==> src/rtl/ws2812_rx.sv <==
// rtl/ws2812_rx.sv - WS2812 single-wire receive decoder: pulse-width bit decode, 24-bit pixel assembly, frame-end detect.
module ws2812_rx #(
    parameter int T_GLITCH   = 10,
    parameter int T_THRESH   = 52,
    parameter int T_HIGH_MAX = 120,
    parameter int T_RST      = 5000,
    parameter int IDX_W      = 6
) (
    input  logic             clk_in,
    input  logic             rst_n_in,
    input  logic             din,
    output logic [23:0]      pixel_data_out,
    output logic [IDX_W-1:0] pixel_idx_out,
    output logic             pixel_valid_out,
    output logic             frame_done_out,
    output logic [IDX_W:0]   pixel_cnt_out,
    output logic             bit_err_out
);

    localparam logic [15:0] GLITCH_C = 16'(T_GLITCH);
    localparam logic [15:0] THRESH_C = 16'(T_THRESH);
    localparam logic [15:0] HMAX_C   = 16'(T_HIGH_MAX);
    localparam logic [15:0] RST_C    = 16'(T_RST);

    typedef enum logic [1:0] {
        WAIT_RST  = 2'd0,
        IDLE      = 2'd1,
        MEAS_HIGH = 2'd2,
        MEAS_LOW  = 2'd3
    } state_t;

    state_t         state_q;
    logic [1:0]     sync_q;
    logic           line_q;
    logic           rise_q;
    logic           fall_q;
    logic [15:0]    hi_cnt_q;
    logic [15:0]    lo_cnt_q;
    logic [4:0]     bit_cnt_q;
    logic [IDX_W:0] pix_cnt_q;
    logic [23:0]    shift_q;

    logic [15:0]    hi_cnt_d;
    logic [15:0]    lo_cnt_d;
    logic [IDX_W:0] pix_cnt_d;
    logic           bit_d;
    logic [23:0]    word_d;

    // Saturating increments; the counters never wrap back into a valid range.
    assign hi_cnt_d  = (&hi_cnt_q)  ? hi_cnt_q  : hi_cnt_q + 16'd1;
    assign lo_cnt_d  = (&lo_cnt_q)  ? lo_cnt_q  : lo_cnt_q + 16'd1;
    assign pix_cnt_d = (&pix_cnt_q) ? pix_cnt_q : pix_cnt_q + 1'b1;
    assign bit_d     = (hi_cnt_q >= THRESH_C);
    assign word_d    = {shift_q[22:0], bit_d};

    always_ff @(posedge clk_in or negedge rst_n_in) begin
        if (!rst_n_in) begin
            state_q         <= WAIT_RST;
            sync_q          <= 2'b00;
            line_q          <= 1'b0;
            rise_q          <= 1'b0;
            fall_q          <= 1'b0;
            hi_cnt_q        <= 16'd0;
            lo_cnt_q        <= 16'd0;
            bit_cnt_q       <= 5'd0;
            pix_cnt_q       <= '0;
            shift_q         <= 24'd0;
            pixel_data_out  <= 24'd0;
            pixel_idx_out   <= '0;
            pixel_valid_out <= 1'b0;
            frame_done_out  <= 1'b0;
            pixel_cnt_out   <= '0;
            bit_err_out     <= 1'b0;
        end else begin
            // Two synchronizer stages, then a registered edge detect; line_q is aligned with rise_q/fall_q.
            sync_q <= {sync_q[0], din};
            line_q <= sync_q[1];
            rise_q <= sync_q[1] & ~line_q;
            fall_q <= ~sync_q[1] & line_q;

            pixel_valid_out <= 1'b0;
            frame_done_out  <= 1'b0;
            bit_err_out     <= 1'b0;

            case (state_q)
                WAIT_RST: begin
                    bit_cnt_q <= 5'd0;
                    pix_cnt_q <= '0;
                    shift_q   <= 24'd0;
                    if (line_q) begin
                        lo_cnt_q <= 16'd0;
                    end else if (lo_cnt_d >= RST_C) begin
                        lo_cnt_q <= 16'd0;
                        state_q  <= IDLE;
                    end else begin
                        lo_cnt_q <= lo_cnt_d;
                    end
                end

                IDLE: begin
                    bit_cnt_q <= 5'd0;
                    pix_cnt_q <= '0;
                    shift_q   <= 24'd0;
                    if (rise_q) begin
                        hi_cnt_q <= 16'd1;
                        state_q  <= MEAS_HIGH;
                    end
                end

                MEAS_HIGH: begin
                    // While high no falling edge can be pending, so the stuck-high check wins.
                    if (line_q) begin
                        hi_cnt_q <= hi_cnt_d;
                        if (hi_cnt_d >= HMAX_C) begin
                            bit_err_out <= 1'b1;
                            bit_cnt_q   <= 5'd0;
                            shift_q     <= 24'd0;
                            lo_cnt_q    <= 16'd0;
                            state_q     <= WAIT_RST;
                        end
                    end else if (fall_q) begin
                        if (hi_cnt_q < GLITCH_C) begin
                            bit_err_out <= 1'b1;
                            bit_cnt_q   <= 5'd0;
                            shift_q     <= 24'd0;
                            lo_cnt_q    <= 16'd0;
                            state_q     <= WAIT_RST;
                        end else begin
                            shift_q  <= word_d;
                            lo_cnt_q <= 16'd1;
                            state_q  <= MEAS_LOW;
                            if (bit_cnt_q == 5'd23) begin
                                pixel_data_out  <= word_d;
                                pixel_idx_out   <= pix_cnt_q[IDX_W-1:0];
                                pixel_valid_out <= 1'b1;
                                pix_cnt_q       <= pix_cnt_d;
                                bit_cnt_q       <= 5'd0;
                            end else begin
                                bit_cnt_q <= bit_cnt_q + 5'd1;
                            end
                        end
                    end
                end

                MEAS_LOW: begin
                    if (rise_q) begin
                        hi_cnt_q <= 16'd1;
                        state_q  <= MEAS_HIGH;
                    end else if (lo_cnt_d >= RST_C) begin
                        frame_done_out <= 1'b1;
                        pixel_cnt_out  <= pix_cnt_q;
                        bit_err_out    <= (bit_cnt_q != 5'd0);
                        bit_cnt_q      <= 5'd0;
                        shift_q        <= 24'd0;
                        lo_cnt_q       <= 16'd0;
                        state_q        <= IDLE;
                    end else begin
                        lo_cnt_q <= lo_cnt_d;
                    end
                end

                default: state_q <= WAIT_RST;
            endcase
        end
    end

endmodule

==> config.mk <==
export PLATFORM = sky130hd
export DESIGN_NAME = ws2812_rx
export DESIGN_NICKNAME = d
export VERILOG_FILES = /design/src/rtl/ws2812_rx.sv
export SDC_FILE = /design/constraint.sdc
export NUM_CORES = 1
export LEC_CHECK = 0
export CAP_MARGIN = 20
export CORE_ASPECT_RATIO = 1.75
export CORE_UTILIZATION = 39
export CTS_BUF_LIST = sky130_fd_sc_hd__clkbuf_16
export CTS_CLUSTER_DIAMETER = 50
export DETAILED_ROUTE_END_ITERATION = 12
export GPL_TIMING_DRIVEN = 0
export PLACE_DENSITY = 0.69
export SLEW_MARGIN = 20
export SYNTH_ARGS = -nofsm -noshare
export SYNTH_HDL_FRONTEND = slang
export SYNTH_SLANG_ARGS = --single-unit
==> constraint.sdc <==
create_clock -name clk_in -period 2.45 [get_ports clk_in]
set_input_delay 0.49 -clock clk_in [delete_from_list [all_inputs] [get_ports clk_in]]
set_output_delay 0.49 -clock clk_in [all_outputs]
set_load 0.01 [all_outputs]
==> impl_metrics.yaml <==
outcome:
  status: "complete, but fails checks"
  violations: "negative setup slack"
die:
  fp.coreArea_sq_um: 14000
  io-pin-count: 43
  dieArea_sq_um: 14900
  row_count: 57
  fp.dieW_microns: 92.8
  die_h_microns: 161
  start_util_pct: 40.3
sta:
  finalWorstSetupSlack_ns: -0.258
  clock-skew-final_ns: 0.00670
  final-setup-viol-count: 83
  final-hold-violation-count: 0
  maxSlewHeadroom_pct: 60.7
  tightest_slew_ns: 0.589
  period_share_pct: 111
  rsz0062_at_grt: "true"
  hold_ws_ns: 0.00116
  max_freq_ghz: 0.369
  fin_crit_ns: 2.71
  maxSlewViolCount: 0
synth:
  yosys_warnings: 0
  synth_cell_types: 73
  syn_nets: 527
  synth_edf_count: 0
  ys_seq_area_share_pct: 50.7
  synth-seq-cells: 114
  synth-async-reset-ratio_pct: 100
  syn_inst: 518
  syn-cell-area_sq_um: 5630
  syn_avg_cell_area_sq_um: 10.9
  ys.flop_type: "dfrtp_1"
pwr:
  vdd_drop_max_v: 0.000360
  swShare_pct: 22.4
  p_sw_mw: 1.03
  power_per_cell_area_nw_per_um2: 562
  leakage_nw: 3.61
  finalPower_mw: 4.59
  p_comb_share_pct: 3.4
  intPower_mw: 3.56
  clockPowerShare_pct: 55.2
  seq_power_share_pct: 41.4
global_routing:
  grt-ovfl-total: 0
  grt_pass1_wl_mm: 25.3
  grt_max_degree: 69
  antenna_found_initial: 0
  grt_pass1_vias: 4992
  grtUsageTotal_pct: 21.6
clock_network:
  clock_latency_ns: 0.42
  ctsRootBufferMaster: "clkbuf_16"
  htreeDepth: 4
  cts-hold-fix-buffers: 0
  clkSinkCount: 114
  cts_buffer_depth: 2
  clkTransAtPathRegs_ns: 0.06
  cts_tree: "built"
  cts_buffers: 17
run:
  maxCapViolations: 0
drt:
  vias_per_cell: 5.91
  route.vias.total: 4968
  wl_per_cell_microns: 19.4
  wl_met1_mm: 5.84
  drt_first_pass_iters: 5
  drt_iter0_markers: 341
  ant_nets: 0
  wl_met2_mm: 9.02
  route.met3.wl_microns: 577
  drc: 0
  highest_layer: "met4"
  routed_wl_mm: 16.3
layout:
  n_fill_cell: 1057
  nets: 660
  syn_to_final_growth_pct: 45.1
  post_route_cells_drive_above_1_share_pct: 38.3
  num_antenna_cells: 0
placement:
  portBuffers: 42
  gp_congestion: 0.855
  hpwl_mm: 9.49
worst_setup_path:
  cp.arrival_ns: 3.01
  cp.required_ns: 2.75
  end_kind: "register"
  crit_type: "reg -> reg"
  cp-start-kind: "register"
  cp_max_fo: 6
min_path:
  hp-class: "in -> async"
## sequential cells by signal, summed over array words and instances (netlist names), 2 cells and up
signal / flops
sync_q: 2
state_q: 2
hi_cnt_q: 16
pixel_cnt_out: 7
pixel_idx_out: 6
pixel_data_out: 24
lo_cnt_q: 16
pix_cnt_q: 7
bit_cnt_q: 5
shift_q: 23
## power by group through the flow
stage / combinational [mW] / clock [mW] / sequential, mW
global route: 0.169 / 2.64 / 1.90
floorplan: 0.0399 / 0 / 1.93
finish: 0.156 / 2.54 / 1.90
CTS: 0.150 / 2.58 / 1.90
detailed placement: 0.0980 / 0 / 1.94
global placement: 0.0906 / 0 / 1.94
## final cells by class
type,instances,area [sq um],share of cell area [%]
timing repair buffer,116,1130,13.8
sequential,114,2860,35.0
multi-input combinational,355,2990,36.6
inverter,12,48.8,0.597
clock buffer,17,425,5.21
clock inverter,15,181,2.22
tap,177,221,2.71
buffer,35,314,3.84
## routing by layer
layer,global-route usage (%),vias up
li1,-,2193
met1,22.0,2491
met2,39.7,204
met3,4.45,80
met4,12.7,0
met5,0,-
## cell families (layout without fill, tap and decap cells)
group           after synthesis  count (layout)  synth area share [%]
simple gates                176             176                  16.5
compound gates              125             125                  17.3
flops                       114             114                  50.7
buf+inv                      49             195                  4.87
mux                          44              44                  8.69
fa+ha+maj                     6               6                  1.33
xor+xnor                      4               4                 0.622
## path summary, 6_finish.rpt
check                                         from                            to  slack [ns]  depth (start not counted)
hold reg to reg                sync_q[0]$_DFF_PN0_           sync_q[1]$_DFF_PN0_        0.35                          0
setup / recovery           lo_cnt_q[5]$_DFFE_PN0P_       shift_q[17]$_DFFE_PN0P_       -0.26                          9
max in group asynchronous                 rst_n_in        shift_q[5]$_DFFE_PN0P_        1.75                          2
setup reg to reg           lo_cnt_q[5]$_DFFE_PN0P_       shift_q[17]$_DFFE_PN0P_       -0.26                          9
hold / removal                            rst_n_in  pixel_idx_out[1]$_DFFE_PN0P_       0.001                          1
min in group clk_in            sync_q[0]$_DFF_PN0_           sync_q[1]$_DFF_PN0_        0.35                          0
## synth_stat cells, types with 5 or more instances
master | number | area, sq um
nor3_1 | 14 | 70.1
or2_2 | 6 | 37.5
inv_1 | 12 | 45.0
nor2_1 | 37 | 139
nand3_1 | 31 | 155
and3_1 | 7 | 43.8
nor4_1 | 7 | 43.8
nand2_1 | 24 | 90.1
o31ai_1 | 5 | 37.5
buf_2 | 12 | 60.1
mux2i_1 | 5 | 50.1
nand2b_1 | 6 | 37.5
dfrtp_1 | 114 | 2850
and2_1 | 8 | 50.1
a22o_1 | 23 | 201
o22a_1 | 6 | 52.6
clkbuf_1 | 12 | 45.0
ha_1 | 6 | 75.1
or3_1 | 6 | 37.5
nor2b_1 | 5 | 31.3
a21oi_1 | 20 | 100
mux2_2 | 39 | 439
a31oi_1 | 9 | 56.3
o21ai_0 | 16 | 80.1
a211oi_1 | 6 | 45.0
nand4_1 | 12 | 75.1
## critical path, stage by stage (launching register included)
cell       delay, ns
dfrtp_2         0.48
and4_2          0.36
and3_2          0.30
nand4_1         0.21
a221oi_4        0.38
a211oi_4        0.13
o211a_4         0.26
buf_6           0.14
clkbuf_16       0.15
a22o_1          0.17
## through the flow
| step | setup slack, ns | setup TNS [ns] | cell area (sq um) | instances | utilization [%] |
|---|---|---|---|---|---|
| floorplan | -0.155 | -4.39 | 5710 | 518 | - |
| global placement | -3.46 | -428.89 | 6350 | 737 | 45.4 |
| detailed placement | -0.600 | -38.05 | 6380 | 738 | 45.6 |
| CTS | -0.211 | -7.25 | 7780 | 817 | 55.7 |
| global route | -0.324 | -19.47 | 8170 | 841 | 58.4 |
| finish | -0.258 | -12.48 | 8170 | 841 | 58.4 |
## what timing repair did
action                                  CTS  global route
endpoints found under the setup margin   89            85
pin swaps                                34            17
setup buffers                            43            24
resized for setup                        85            42
gates cloned                              5             2
## cells in the final DEF, fill, tap and decap left out, types with 4 or more instances in the layout
master,synthesis,routed
dfrtp_1,114,107
clkdlybuf4s50_1,0,41
inv_6,0,4
nand2b_1,6,6
nor2_1,37,34
nor4_1,7,4
nor2b_1,5,4
o22a_1,6,6
dfrtp_2,0,7
a22o_1,23,23
and2_1,8,7
clkbuf_16,0,18
buf_6,3,20
o31ai_4,1,4
nand2_1,24,24
o21ai_0,16,16
ha_1,6,4
buf_8,2,5
clkinv_4,0,4
or2_2,6,5
inv_1,12,12
nor3_1,14,11
mux2_2,39,30
a21oi_2,0,4
and3_1,7,6
a31oi_1,9,6
a21oi_1,20,16
nor2_4,1,4
clkbuf_1,12,8
or3_1,6,5
buf_16,0,4
buf_4,3,63
nand3_2,1,6
nand4_1,12,12
nand3_1,31,24
a211oi_1,6,5
mux2_4,0,9
Power figures use the tool's default switching activity.
